**config.mk**
```make
export PLATFORM = sky130hd
export DESIGN_NAME = adc_sdram_capture_client
export DESIGN_NICKNAME = d
export VERILOG_FILES = /design/src/rtl/adc_sdram_pkg.sv /design/src/rtl/adc_sdram_capture_client_sample_fifo.sv /design/src/rtl/adc_sdram_capture_client.sv
export SDC_FILE = /design/constraint.sdc
export NUM_CORES = 1
export LEC_CHECK = 0
export CAP_MARGIN = 0
export CORE_UTILIZATION = 45
export DETAILED_ROUTE_END_ITERATION = 7
export MAX_ROUTING_LAYER = met4
export PLACE_DENSITY = 0.69
export SLEW_MARGIN = 25
export SYNTH_ARGS = -nofsm -noshare
export SYNTH_HDL_FRONTEND = slang
export SYNTH_SLANG_ARGS = --single-unit
export TNS_END_PERCENT = 100
```
**constraint.sdc**
```tcl
create_clock -name Clk -period 4.25 [get_ports Clk]
set_input_delay 0.85 -clock Clk [delete_from_list [all_inputs] [get_ports Clk]]
set_output_delay 0.85 -clock Clk [all_outputs]
set_load 0.02 [all_outputs]
```
**src/rtl/adc_sdram_pkg.sv**
```systemverilog
// Shared constants for the ADC-to-SDRAM capture client: FSM state codes and
// SDRAM word / address widths.
package adc_sdram_pkg;
  localparam int SDRAM_DW       = 16;
  localparam int DEF_ADDR_WIDTH = 22;

  localparam logic [2:0] IDLE    = 3'd0;
  localparam logic [2:0] CAPTURE = 3'd1;
  localparam logic [2:0] WR_ACK  = 3'd2;
  localparam logic [2:0] RD_REQ  = 3'd3;
  localparam logic [2:0] RD_ACK  = 3'd4;
  localparam logic [2:0] RD_WAIT = 3'd5;
  localparam logic [2:0] RD_OUT  = 3'd6;
endpackage

```
**src/rtl/adc_sdram_capture_client_sample_fifo.sv**
```systemverilog
// Synchronous sample FIFO; a push into a full FIFO is accepted only when a
// pop happens in the same cycle.
module sample_fifo
  import adc_sdram_pkg::*;
#(
  parameter int DEPTH = 16,
  parameter int WIDTH = SDRAM_DW
) (
  input  logic                     Clk,
  input  logic                     Reset,
  input  logic                     i_push,
  input  logic [WIDTH-1:0]         i_din,
  input  logic                     i_pop,
  output logic [WIDTH-1:0]         o_dout,
  output logic                     o_full,
  output logic                     o_empty,
  output logic [$clog2(DEPTH):0]   o_count
);
  localparam int AW = $clog2(DEPTH);

  logic [WIDTH-1:0] r_mem [DEPTH];
  logic [AW-1:0]    r_wr_ptr;
  logic [AW-1:0]    r_rd_ptr;
  logic [AW:0]      r_count;
  logic             w_do_pop;
  logic             w_do_push;

  assign o_full    = (r_count == (AW+1)'(DEPTH));
  assign o_empty   = (r_count == '0);
  assign o_count   = r_count;
  assign o_dout    = r_mem[r_rd_ptr];
  assign w_do_pop  = i_pop && !o_empty;
  assign w_do_push = i_push && (!o_full || w_do_pop);

  always_ff @(posedge Clk) begin
    if (w_do_push) r_mem[r_wr_ptr] <= i_din;
  end

  always_ff @(posedge Clk) begin
    if (Reset) begin
      r_wr_ptr <= '0;
      r_rd_ptr <= '0;
      r_count  <= '0;
    end else begin
      if (w_do_push) r_wr_ptr <= r_wr_ptr + AW'(1);
      if (w_do_pop)  r_rd_ptr <= r_rd_ptr + AW'(1);
      case ({w_do_push, w_do_pop})
        2'b10:   r_count <= r_count + (AW+1)'(1);
        2'b01:   r_count <= r_count - (AW+1)'(1);
        default: r_count <= r_count;
      endcase
    end
  end
endmodule

```
**src/rtl/adc_sdram_capture_client.sv**
```systemverilog
// Captures a burst of ADC samples into SDRAM through the controller's
// Req/Ack/Busy port, then streams them back out on Dump.
module adc_sdram_capture_client
  import adc_sdram_pkg::*;
#(
  parameter int                    ADC_WIDTH  = 12,
  parameter int                    FIFO_DEPTH = 16,
  parameter int                    ADDR_WIDTH = DEF_ADDR_WIDTH,
  parameter logic [ADDR_WIDTH-1:0] START_ADDR = '0
) (
  input  logic                  Clk,
  input  logic                  Reset,
  input  logic [ADC_WIDTH-1:0]  AdcData,
  input  logic                  AdcValid,
  input  logic                  Arm,
  input  logic [ADDR_WIDTH-1:0] CaptureLen,
  input  logic                  Dump,
  output logic [15:0]           OutData,
  output logic                  OutValid,
  input  logic                  OutReady,
  output logic                  Done,
  output logic                  Overflow,
  output logic                  Active,
  output logic                  MemReq,
  output logic                  MemWnR,
  output logic [ADDR_WIDTH-1:0] MemAddress,
  output logic [15:0]           MemDataOut,
  input  logic [15:0]           MemDataIn,
  input  logic                  MemBusy,
  input  logic                  MemAck
);
  localparam int CW = $clog2(FIFO_DEPTH) + 1;

  logic [2:0]            r_state;
  logic [ADDR_WIDTH-1:0] r_len;
  logic [ADDR_WIDTH-1:0] r_acc_cnt;
  logic [ADDR_WIDTH-1:0] r_rd_cnt;
  logic [ADDR_WIDTH-1:0] r_mem_addr;
  logic                  r_mem_req;
  logic                  r_mem_wnr;
  logic [15:0]           r_mem_dout;
  logic [15:0]           r_out_data;
  logic                  r_out_valid;
  logic                  r_done;
  logic                  r_overflow;

  logic [SDRAM_DW-1:0]   w_sample;
  logic [SDRAM_DW-1:0]   w_fifo_dout;
  logic                  w_fifo_full;
  logic                  w_fifo_empty;
  logic [CW-1:0]         w_fifo_count;
  logic                  w_intake;
  logic                  w_pop;
  logic                  w_push;
  logic                  w_drop;
  logic                  w_cap_end;
  logic [ADDR_WIDTH-1:0] w_rd_next;

  assign w_sample  = SDRAM_DW'(AdcData);
  // Intake stays open while a write is in flight so samples queue up behind it.
  assign w_intake  = ((r_state == CAPTURE) || (r_state == WR_ACK)) && AdcValid && (r_acc_cnt < r_len);
  assign w_pop     = (r_state == CAPTURE) && !w_fifo_empty && !MemBusy;
  assign w_push    = w_intake && (!w_fifo_full || w_pop);
  assign w_drop    = w_intake && w_fifo_full && !w_pop;
  // Every sample is either written or dropped, so nothing accepted-but-pending means finished.
  assign w_cap_end = (r_acc_cnt == r_len) && (w_fifo_count == '0);
  assign w_rd_next = r_rd_cnt + ADDR_WIDTH'(1);

  sample_fifo #(.DEPTH(FIFO_DEPTH), .WIDTH(SDRAM_DW)) u_fifo (
    .Clk     (Clk),
    .Reset   (Reset),
    .i_push  (w_push),
    .i_din   (w_sample),
    .i_pop   (w_pop),
    .o_dout  (w_fifo_dout),
    .o_full  (w_fifo_full),
    .o_empty (w_fifo_empty),
    .o_count (w_fifo_count)
  );

  always_ff @(posedge Clk) begin
    if (Reset) begin
      r_state     <= IDLE;
      r_len       <= '0;
      r_acc_cnt   <= '0;
      r_rd_cnt    <= '0;
      r_mem_addr  <= START_ADDR;
      r_mem_req   <= 1'b0;
      r_mem_wnr   <= 1'b0;
      r_mem_dout  <= '0;
      r_out_data  <= '0;
      r_out_valid <= 1'b0;
      r_done      <= 1'b0;
      r_overflow  <= 1'b0;
    end else begin
      r_done <= 1'b0;
      if (w_intake) r_acc_cnt  <= r_acc_cnt + ADDR_WIDTH'(1);
      if (w_drop)   r_overflow <= 1'b1;
      case (r_state)
        IDLE: begin
          if (Arm) begin
            if (CaptureLen != '0) begin
              r_state    <= CAPTURE;
              r_overflow <= 1'b0;
              r_len      <= CaptureLen;
              r_mem_addr <= START_ADDR;
              r_acc_cnt  <= '0;
              r_rd_cnt   <= '0;
            end else begin
              r_done <= 1'b1;
            end
          end else if (Dump) begin
            if (r_len != '0) begin
              r_state    <= RD_REQ;
              r_mem_addr <= START_ADDR;
              r_rd_cnt   <= '0;
            end else begin
              r_done <= 1'b1;
            end
          end
        end
        CAPTURE: begin
          if (w_pop) begin
            r_mem_dout <= w_fifo_dout;
            r_mem_req  <= 1'b1;
            r_mem_wnr  <= 1'b1;
            r_state    <= WR_ACK;
          end
        end
        WR_ACK: begin
          if (MemAck) begin
            r_mem_req  <= 1'b0;
            r_mem_addr <= r_mem_addr + ADDR_WIDTH'(1);
            if (w_cap_end) begin
              r_state <= IDLE;
              r_done  <= 1'b1;
            end else begin
              r_state <= CAPTURE;
            end
          end
        end
        RD_REQ: begin
          if (!MemBusy) begin
            r_mem_req <= 1'b1;
            r_mem_wnr <= 1'b0;
            r_state   <= RD_ACK;
          end
        end
        RD_ACK: begin
          if (MemAck) begin
            r_mem_req  <= 1'b0;
            r_mem_addr <= r_mem_addr + ADDR_WIDTH'(1);
            r_state    <= RD_WAIT;
          end
        end
        RD_WAIT: begin
          // Controller presents read data in its first idle cycle after the ack.
          if (!MemBusy) begin
            r_out_data  <= MemDataIn;
            r_out_valid <= 1'b1;
            r_state     <= RD_OUT;
          end
        end
        RD_OUT: begin
          if (r_out_valid && OutReady) begin
            r_out_valid <= 1'b0;
            r_rd_cnt    <= w_rd_next;
            if (w_rd_next < r_len) begin
              r_state <= RD_REQ;
            end else begin
              r_state <= IDLE;
              r_done  <= 1'b1;
            end
          end
        end
        default: r_state <= IDLE;
      endcase
    end
  end

  assign MemReq     = r_mem_req;
  assign MemWnR     = r_mem_wnr;
  assign MemAddress = r_mem_addr;
  assign MemDataOut = r_mem_dout;
  assign OutData    = r_out_data;
  assign OutValid   = r_out_valid;
  assign Done       = r_done;
  assign Overflow   = r_overflow;
  assign Active     = (r_state != IDLE);
endmodule

```
==> key figures <==
Timing
  • Rel. slew slack: 0.393
  • Final setup vio count: 0
  • Fmax: 258 MHz
  • Crit path time final: 3.87 ns
  • TNS Setup: 0 ns
  • Final slew viol count: 0
  • Final Cycle Share: 0.911
  • RSZ-0062 raised after global routing: false
  • Worst-margin pin slew: 0.909 ns
  • Clk_skew: 0.0406 ns
  • Final Hold Vio Count: 0
  • Hold WS: 0.451 ns

Global route
  • Total gr overflow: 0
  • Gr usage total: 0.220
  • Vias in the first global route: 10,006
  • First-pass GRT wire length: 56,000 um
  • Largest net degree at the start of global routing: 49
  • Initial antenna violation count: 1

Synth
  • Post-synth top cells: edfxtp_1, dfxtp_1, nand2_1
  • Synth Instances: 1,196
  • FF+latch count, synth: 329
  • Synthesized cell area: 14,900 sq um
  • Most used DFF post-synth: edfxtp_1
  • Ys Warns: 0
  • Most frequent cell after synthesis: edfxtp_1
  • FFs w/ async S/R, synth: 0
  • Avg Synthesized Cell Area: 12.5 sq um
  • Number of synthesized flops with an enable pin: 192
  • Leading area contributor after synthesis: edfxtp_1
  • Register area share after synthesis: 0.570
  • Netlist cell types: 67
  • Top cells by area, synth: edfxtp_1, dfxtp_1, mux4_2
  • Top-area cell type share of the netlist area: 0.386

Worst hold path
  • WHS Endpoint: OutData[9]$_SDFFE_PP0P_
  • Min-Delay Path Depth: 2
  • Min-delay src: OutData[9]$_SDFFE_PP0P_
  • HP Class: flip-flop to flip-flop

Power and ir drop
  • Static Leak: 6.06 nW
  • Max VDD drop: 0.000342 V
  • PD cells: 461 nW/um^2
  • Overall power: 8.23 mW

Floorplanning
  • Die area: 33,900 sq um
  • FP Rows: 66
  • DIE HEIGHT: 184 um
  • Initial Util: 0.457
  • Placeable core area: 32,600 sq um
  • Top Ports: 118
  • Die Width: 184 um

Drt
  • Drt drc: 0
  • Antenna-violating nets left: 0
  • Detailed Routing Iterations Pass 1: 5
  • Post-Route WL: 35,500 um
  • First DRT Iteration DRCs: 738
  • Via count: 10,316
  • Vias per cell: 5.75
  • Mean routed wirelength per cell: 19.8 um

Clock network
  • Clk sinks: 329
  • Cts repair resizes: 0
  • CTS tree: built
  • H-Tree Depth: 2
  • Clock-pin slew on the worst setup and hold paths: 0.06 ns
  • Setup bufs post-CTS: 0
  • CTS Buffer Depth: 3
  • Hold Buf Count CTS: 0
  • CTS Buf Count: 37
  • Root Buffer: clkbuf_16
  • Clk Latency, worst-skew pair: 0.55 ns

Status
  • Status: finished clean

Setup path
  • CP Data Required Time: 4.72 ns
  • CP endpoint kind: flip-flop
  • CP Launch Type: flip-flop
  • Setup slack, reg-to-reg: 0.38 ns
  • Critical Path Fanout Max: 6
  • Critical Path AT: 4.34 ns
  • Reg2reg path depth: 17
  • Worst reg2reg endpoint: u_fifo.o_count[4]$_SDFFE_PP0P_
  • Launch point of the worst reg-to-reg path: r_len[21]$_SDFFE_PP0P_
  • Crit path kind: flip-flop to flip-flop

Place
  • Dpl hpwl: 24,200 um
  • Number of I/O port buffers: 113
  • Placer congestion estimate: 0.955

Flow run
  • Max-cap violations: 0

Cells and area
  • Share of layout cells above drive strength 1: 0.127
  • # fillers: 2,720
  • Area growth from synthesis to layout: 19.5%
  • Post-layout nets: 1,437
  • Storage element area: 8510 sq um
  • Multi-input logic area: 6000 sq um
-- layer usage --
layer	up-vias	global-route usage	routed length, um
met2	317	0.376	18000
li1	4804	-	-
met4	0	0.0583	698
met3	59	0.0327	1930
met1	5136	0.273	14900
met5	-	-	0
-- worst max path at each step --
stage | startpoint | endpoint | slack, ns | depth (start not counted)
after floorplan | r_len[21]$_SDFFE_PP0P_ | u_fifo.o_count[4]$_SDFFE_PP0P_ | 0.31 | 19
after global routing | r_len[21]$_SDFFE_PP0P_ | u_fifo.o_count[4]$_SDFFE_PP0P_ | 0.12 | 17
after detailed placement | MemBusy | u_fifo.o_count[4]$_SDFFE_PP0P_ | 0.05 | 16
after CTS | r_len[21]$_SDFFE_PP0P_ | u_fifo.o_count[4]$_SDFFE_PP0P_ | 0.41 | 17
final | r_len[21]$_SDFFE_PP0P_ | u_fifo.o_count[4]$_SDFFE_PP0P_ | 0.38 | 17
after global placement | MemBusy | u_fifo.o_count[4]$_SDFFE_PP0P_ | 0.21 | 16
-- cell type report --
| type | count | area share |
|---|---|---|
| Sequential cell | 329 | 0.478 |
| Multi-Input combinational cell | 766 | 0.336 |
| Timing Repair Buffer | 154 | 0.0806 |
| Clock buffer | 53 | 0.0570 |
| Tap cell | 442 | 0.0310 |
| Clock inverter | 12 | 0.00975 |
| Inverter | 36 | 0.00758 |
| Antenna cell | 1 | 0.000140 |
-- cells in the final DEF, fill, tap and decap left out, types with 26 or more instances in the layout --
cell and count:
buf_4 42, mux4_2 60, a21oi_1 75, xnor2_1 31, ha_1 55, inv_1 35, clkdlybuf4s50_1 112, nand2_1 108
nor2_1 74, and3_1 28, nand3_1 33, mux2i_1 26, clkbuf_16 37, dfxtp_1 134, edfxtp_1 192
-- power breakdown --
part           leakage [nW]  total (mW)  internal [mW]  switching (mW)
clock                 0.565        3.06           1.76            1.30
sequential             2.84        3.63           3.52           0.111
combinational          2.66        1.54          0.627           0.909
-- flip-flops by register name, indices dropped and copies added (netlist names) --
| name | flops |
|---|---|
| Done | 1 |
| r_rd_cnt | 22 |
| Overflow | 1 |
| u_fifo.r_wr_ptr | 4 |
| u_fifo.r_rd_ptr | 4 |
| OutValid | 1 |
| OutData | 16 |
| MemAddress | 22 |
| MemWnR | 1 |
| r_acc_cnt | 22 |
| u_fifo.o_count | 5 |
| MemDataOut | 12 |
| MemReq | 1 |
| r_len | 22 |
| r_state | 3 |
| u_fifo.r_mem | 192 |
-- logic make-up (layout without fill, tap and decap cells) --
logic type      after synthesis  in the layout  share of synthesized area
other cells                   1              5                   0.000251
mux                          89             89                      0.110
buf+inv                     104            255                     0.0290
fa+ha+maj                    55             55                     0.0461
flops                       329            329                      0.570
compound gates              189            189                     0.0860
xor+xnor                     47             47                     0.0276
simple gates                382            382                      0.130
-- worst max-delay path, stage by stage, from the launching register on --
cell and delay, ns:
dfxtp_1 0.37, inv_1 0.10, ha_1 0.36, nand4_1 0.24, or3b_2 0.54, a31o_2 0.29, nand3_1 0.11, nor2_1 0.09
inv_1 0.10, ha_1 0.18, xor2_1 0.16, ha_1 0.19, a21boi_0 0.28, o211ai_1 0.12, a21oi_1 0.17, a31oi_1 0.06
or3_1 0.30, a21oi_1 0.13
-- per-stage QoR --
step	instance area [sq um]	utilization	instances	setup WS (ns)
2_1_floorplan	14900	-	1199	0.309
3_3_place_gp	16600	0.510	1726	0.209
3_5_place_dp	16600	0.510	1726	0.0459
4_1_cts	17800	0.546	1791	0.411
6_report	17800	0.547	1793	0.379
5_1_grt	17800	0.547	1793	0.120
(Power assumes the default switching activity.)
